--- src/rtl/rw_txn_responder.sv ---
// Target-side responder for the single-cycle wr-pulse / two-cycle rd-strobe protocol.
// Define RW_RESP_ERR_EN to build the sticky overflow/underflow/read-frame error registers.
module rw_txn_responder #(
  parameter int unsigned DW        = 8,
  parameter int unsigned DEPTH     = 8,
  parameter int unsigned TXN_COUNT = 5
) (
  input  logic          clk,
  input  logic          rst,
  input  logic          wr,
  input  logic [DW-1:0] wdata,
  input  logic          rd,
  output logic [DW-1:0] rdata,
  output logic          rvalid,
  output logic          full,
  output logic          empty,
  output logic [7:0]    wr_cnt,
  output logic [7:0]    rd_cnt,
  output logic          done,
  output logic          err,
  output logic [1:0]    err_code
);

  localparam int unsigned AW     = $clog2(DEPTH);
  localparam logic [AW:0] DepthC = (AW+1)'(DEPTH);

  typedef enum logic [1:0] {StIdle, StR1, StR2, StWaitLow} rd_st_e;

  rd_st_e          st_q, st_d;
  logic            wr_q;
  logic [AW-1:0]   wptr_q, wptr_d, rptr_q, rptr_d;
  logic [AW:0]     cnt_q, cnt_d;
  logic [DW-1:0]   mem_q [DEPTH];
  logic [DW-1:0]   rdata_q, rdata_d;
  logic            rvalid_q, rvalid_d;
  logic [7:0]      wr_cnt_q, wr_cnt_d, rd_cnt_q, rd_cnt_d;
  logic            done_q, done_d, seen_q, seen_d;
  logic            push, pop, do_push, do_pop;

  assign full    = (cnt_q == DepthC);
  assign empty   = (cnt_q == '0);
  assign push    = wr & ~wr_q;
  // Push and pop are both judged against the occupancy at the start of the cycle.
  assign do_push = push & ~full;
  assign do_pop  = pop & ~empty;

  always_comb begin
    st_d = st_q;
    pop  = 1'b0;
    unique case (st_q)
      StIdle:    if (rd) st_d = StR1;
      StR1:      st_d = rd ? StR2 : StIdle;
      StR2: begin
        if (rd) begin
          st_d = StWaitLow;
        end else begin
          st_d = StIdle;
          pop  = 1'b1;
        end
      end
      StWaitLow: if (!rd) st_d = StIdle;
      default:   st_d = StIdle;
    endcase
  end

  always_comb begin
    wptr_d   = wptr_q;
    rptr_d   = rptr_q;
    cnt_d    = cnt_q;
    rdata_d  = rdata_q;
    rvalid_d = 1'b0;
    wr_cnt_d = wr_cnt_q;
    rd_cnt_d = rd_cnt_q;
    done_d   = 1'b0;
    seen_d   = seen_q;
    if (do_push) begin
      wptr_d = wptr_q + AW'(1);
      if (wr_cnt_q != 8'hFF) wr_cnt_d = wr_cnt_q + 8'd1;
    end
    if (pop) begin
      rvalid_d = 1'b1;
      rdata_d  = empty ? '0 : mem_q[rptr_q];
    end
    if (do_pop) begin
      rptr_d = rptr_q + AW'(1);
      if (rd_cnt_q != 8'hFF) rd_cnt_d = rd_cnt_q + 8'd1;
    end
    case ({do_push, do_pop})
      2'b10:   cnt_d = cnt_q + (AW+1)'(1);
      2'b01:   cnt_d = cnt_q - (AW+1)'(1);
      default: cnt_d = cnt_q;
    endcase
    if (!seen_q && ({24'd0, wr_cnt_q} >= TXN_COUNT) && ({24'd0, rd_cnt_q} >= TXN_COUNT)) begin
      done_d = 1'b1;
      seen_d = 1'b1;
    end
  end

  always_ff @(posedge clk) begin
    if (rst) begin
      st_q     <= StIdle;
      wr_q     <= 1'b0;
      wptr_q   <= '0;
      rptr_q   <= '0;
      cnt_q    <= '0;
      rdata_q  <= '0;
      rvalid_q <= 1'b0;
      wr_cnt_q <= 8'd0;
      rd_cnt_q <= 8'd0;
      done_q   <= 1'b0;
      seen_q   <= 1'b0;
    end else begin
      st_q     <= st_d;
      wr_q     <= wr;
      wptr_q   <= wptr_d;
      rptr_q   <= rptr_d;
      cnt_q    <= cnt_d;
      rdata_q  <= rdata_d;
      rvalid_q <= rvalid_d;
      wr_cnt_q <= wr_cnt_d;
      rd_cnt_q <= rd_cnt_d;
      done_q   <= done_d;
      seen_q   <= seen_d;
    end
  end

  // Storage needs no reset; occupancy gates every read of it.
  always_ff @(posedge clk) begin
    if (!rst && do_push) mem_q[wptr_q] <= wdata;
  end

  assign rdata  = rdata_q;
  assign rvalid = rvalid_q;
  assign wr_cnt = wr_cnt_q;
  assign rd_cnt = rd_cnt_q;
  assign done   = done_q;

`ifdef RW_RESP_ERR_EN
  logic       err_q, err_d, ovf, unf, frame_err;
  logic [1:0] err_code_q, err_code_d;

  assign ovf       = push & full;
  assign unf       = pop & empty;
  assign frame_err = ((st_q == StR1) & ~rd) | ((st_q == StR2) & rd);

  // Overflow can coincide with a frame error; the lower code wins.
  always_comb begin
    err_d      = err_q;
    err_code_d = err_code_q;
    if (!err_q && (ovf || unf || frame_err)) begin
      err_d      = 1'b1;
      err_code_d = ovf ? 2'd1 : (unf ? 2'd2 : 2'd3);
    end
  end

  always_ff @(posedge clk) begin
    if (rst) begin
      err_q      <= 1'b0;
      err_code_q <= 2'd0;
    end else begin
      err_q      <= err_d;
      err_code_q <= err_code_d;
    end
  end

  assign err      = err_q;
  assign err_code = err_code_q;
`else
  assign err      = 1'b0;
  assign err_code = 2'd0;
`endif

endmodule
--- config.mk ---
export PLATFORM = sky130hd
export DESIGN_NAME = rw_txn_responder
export DESIGN_NICKNAME = d
export VERILOG_FILES = /design/src/rtl/rw_txn_responder.sv
export SDC_FILE = /design/constraint.sdc
export NUM_CORES = 1
export LEC_CHECK = 0
export ABC_AREA = 1
export BUFFER_PORTS_ARGS = -buffer_cell sky130_fd_sc_hd__buf_4
export CORE_MARGIN = 2
export CORE_UTILIZATION = 30
export CTS_CLUSTER_SIZE = 20
export DETAILED_ROUTE_END_ITERATION = 6
export PLACE_DENSITY_LB_ADDON = 0.1
export SYNTH_ARGS = -nofsm -noshare
export SYNTH_HDL_FRONTEND = slang
export SYNTH_SLANG_ARGS = --single-unit
--- constraint.sdc ---
create_clock -name clk -period 1.75 [get_ports clk]
set_input_delay 0.175 -clock clk [delete_from_list [all_inputs] [get_ports clk]]
set_output_delay 0.175 -clock clk [all_outputs]
set_load 0.02 [all_outputs]
==> flow_summary_export.csv <==
group,metric,value,unit
synth,synth_common_cells,"nand2_1 (140), inv_1 (81), edfxtp_1 (64)",
synth,synth_flop_cell,"edfxtp_1",
pwr,finalPower,0.00507,W
routing,drc,0,
critical_path,cp_data_arrival_time,2.03,ns
critical_path,reg2reg_from,"cnt_q[0]$_SDFFE_PP0P_",
synth,synth_edf_count,64,
routing,postRouteAntennaNets,0,
run_status,status,"completed",
clocking,insertion_delay,0.35,ns
sta,fmax,573,MHz
pwr,p_leak,2.51,nW
routing,totalWireLength,11.4,mm
sta,rsz0062_at_grt,"yes",
final_layout,area_delta_synth_final,19.7,%
critical_path,crit_type,"register to register",
synth,yosysMostFrequentCell,"nand2_1",
critical_path,path_buf_inv,0,
floorplanning,io_pins,43,
final_layout,n_antenna_cell,0,
clocking,cts_inserted_buffers,9,
routing,drt_iter0_drc,169,
sta,finalCritPeriodShare,99.8,%
critical_path,cp.required,2.03,ns
routing,firstDrtPassIters,5,
min_path,hp-start,"wr",
global_route,antenna_found_initial,0,
synth,yosys.area.top_type,"edfxtp_1",
place,post-place-ws,0.0319,ns
place,hpwl,7.51,mm
critical_path,cp-end-kind,"register",
critical_path,r2r-end,"cnt_q[2]$_SDFFE_PP0P_",
critical_path,start_kind,"register",
min_path,worstHoldPathCells,3,
place,place_congestion,0.751,
final_layout,fin_nets,624,
final_layout,finalNonFillerCells,826,
final_layout,regArea,0.00279,sq mm
synth,async_reset_ff_share,0,%
critical_path,path_cells,"nor2_4, nand3_2, nand2_4, ha_4, xor2_2, ha_2, a21oi_2, xor2_1, a21oi_1",
synth,syn_area_per_cell,9.09,sq um
place,numPortBuffers,39,
synth,syn-instance-count,547,
global_route,grt_max_degree,33,
clocking,htreeDepth,3,
global_route,grt_pass1_vias,3334,
critical_path,reg2reg_slack,0.004,ns
critical_path,slowest_stage,"dfxtp_4",
floorplanning,die_area,0.0176,sq mm
place,dp_cells,809,
sta,period_needed,1.75,ns
global_route,grt_pass1_wl,18.0,mm
routing,viasPerCell,4.35,
synth,synth-seq-area-share,56.0,%
synth,synth_top_area_share,38.7,%
min_path,min_delay_worst_endpoint,"wr_q$_SDFF_PP0_",
final_layout,drive_gt1_share,19.3,%
synth,synthTopCellsByArea,"edfxtp_1 (39%), dfxtp_1 (17%), nand2_1 (11%)",
sta,hold_viol,0,
synth,syn_area,0.00497,sq mm
sta,finalSetupViolCount,0,
sta,fin_ws,0.00353,ns
final_layout,fill_cells,1670,
sta,slew_viol_final,0,
critical_path,crit_family,"simple AND/OR/NAND/NOR gates",
synth,synth-seq-cells,107,
critical_path,path_max_fanout,5,
clocking,clkTransAtPathRegs,0.07,ns
final_layout,post-route-util,36.2,%
final_layout,multi_input_area,0.00179,sq mm
global_route,overflow,0,
routing,avgRoutedWirePerCell,13.7,um
floorplanning,rows,47,
floorplanning,start_util,30.3,%
critical_path,r2r_cells,9,
clocking,cts_buffer_depth,2,
routing,vias,3591,
critical_path,crit_path_max_incr_delay,0.36,ns
clocking,cts_sinks,107,
clocking,cts-hold-fix-buffers,0,
pwr,power_density,852,mW/mm^2
floorplanning,core-area,0.0164,sq mm
job,drv_cap,0,
min_path,worstHoldPathType,"primary input to register",
global_route,grt_use_total,13.5,%
clocking,cts-root-buf,"clkbuf_16",
pwr,vdd_ir_drop_max,438,uV
synth,yosys_warnings,0,
floorplanning,die_h,133,um
synth,synth.distinct_cells,35,
sta,skew,0.0100,ns
clocking,cts_tree,"yes",
floorplanning,dieWidth,133,um
per-stage QoR:
stage / cell area (sq um) / hold WS, ns / setup TNS [ns]
CTS: 5900 / 0.0342 / 0
finish: 5950 / 0.0419 / 0
floorplan: 4990 / 0.274 / -0.507
global placement: 5610 / 0.400 / 0
detailed placement: 5610 / 0.412 / 0
global route: 5950 / 0.0551 / -0.151
where the power goes:
| part | internal, W | switching, W | total (W) |
|---|---|---|---|
| Clock | 0.00111 | 0.000903 | 0.00202 |
| Sequential | 0.00271 | 0.0000345 | 0.00274 |
| Combinational | 0.000111 | 0.000198 | 0.000310 |
flip-flops by register name, indices dropped and copies added (netlist names), named ones only:
signal,cells
done,1
rptr_q,3
rvalid,1
wptr_q,3
wr_cnt,8
mem_q,64
cnt_q,4
wr_q,1
rd_cnt,8
seen_q,1
rdata,8
st_q,2
area by class of cell:
class	count	share of cell area, %
multi-input combinational	336	30.2
sequential	107	46.9
clock buffer	12	3.98
clock inverter	4	0.842
timing repair buffer	61	7.91
inverter	86	5.55
tap	220	4.63
placed cells by master, fill, tap and decap left out, types with 2 or more instances in the layout:
cell	count
nand3_1	57
nand2_4	4
nor3_1	7
a21oi_1	16
inv_1	80
xnor2_1	4
nand3_2	8
conb_1	3
nor2_4	3
clkbuf_16	9
a21oi_2	10
dfxtp_4	2
ha_1	8
o21ai_0	13
nor2_1	38
ha_4	2
buf_4	60
and3_1	2
dfxtp_1	41
o21ai_2	2
inv_2	4
nand2_1	140
xor2_1	5
inv_6	2
clkbuf_1	3
nand4_1	3
edfxtp_1	64
cells by family after synthesis:
| logic type | synth area share (%) |
|---|---|
| AO/OA/AOI/OAI | 5.29 |
| buffers and inverters | 9.06 |
| adder cells (fa/ha/maj) | 2.77 |
| XOR/XNOR | 1.76 |
| AND/OR/NAND/NOR | 25.1 |
| flip-flops | 56.0 |
| other | 0.0755 |
what timing repair did:
action / CTS / global route
gates resized for setup: 0 / 9
buffers inserted: 0 / 1
hold endpoints to repair: 0 / 0
endpoints found under the setup margin: 0 / 3
worst max path at each step:
stage	depth (start not counted)	slack, ns	startpoint	endpoint
5_1_grt	9	-0.09	cnt_q[0]$_SDFFE_PP0P_	cnt_q[2]$_SDFFE_PP0P_
3_5_place_dp	10	0.03	cnt_q[0]$_SDFFE_PP0P_	cnt_q[2]$_SDFFE_PP0P_
2_1_floorplan	6	-0.03	cnt_q[0]$_SDFFE_PP0P_	mem_q[0][0]$_DFFE_PP_
4_1_cts	10	0.02	cnt_q[0]$_SDFFE_PP0P_	cnt_q[2]$_SDFFE_PP0P_
6_report	9	0.004	cnt_q[0]$_SDFFE_PP0P_	cnt_q[2]$_SDFFE_PP0P_
3_3_place_gp	11	0.08	cnt_q[1]$_SDFFE_PP0P_	cnt_q[3]$_SDFFE_PP0P_
layer usage:
layer,up-vias,wire [um],track usage (%)
met4,0,214,6.33
met1,1657,5630,19.0
met3,13,419,2.07
li1,1862,-,-
met5,-,0,0
met2,59,5090,20.4
worst reg2reg max path: stages, from the launching register on:
cell and delay (ns):
dfxtp_4 0.36, nor2_4 0.16, nand3_2 0.12, nand2_4 0.15, ha_4 0.18, xor2_2 0.18
ha_2 0.20, a21oi_2 0.04, xor2_1 0.15, a21oi_1 0.14
Note: power is estimated with default switching activity, not from simulation.
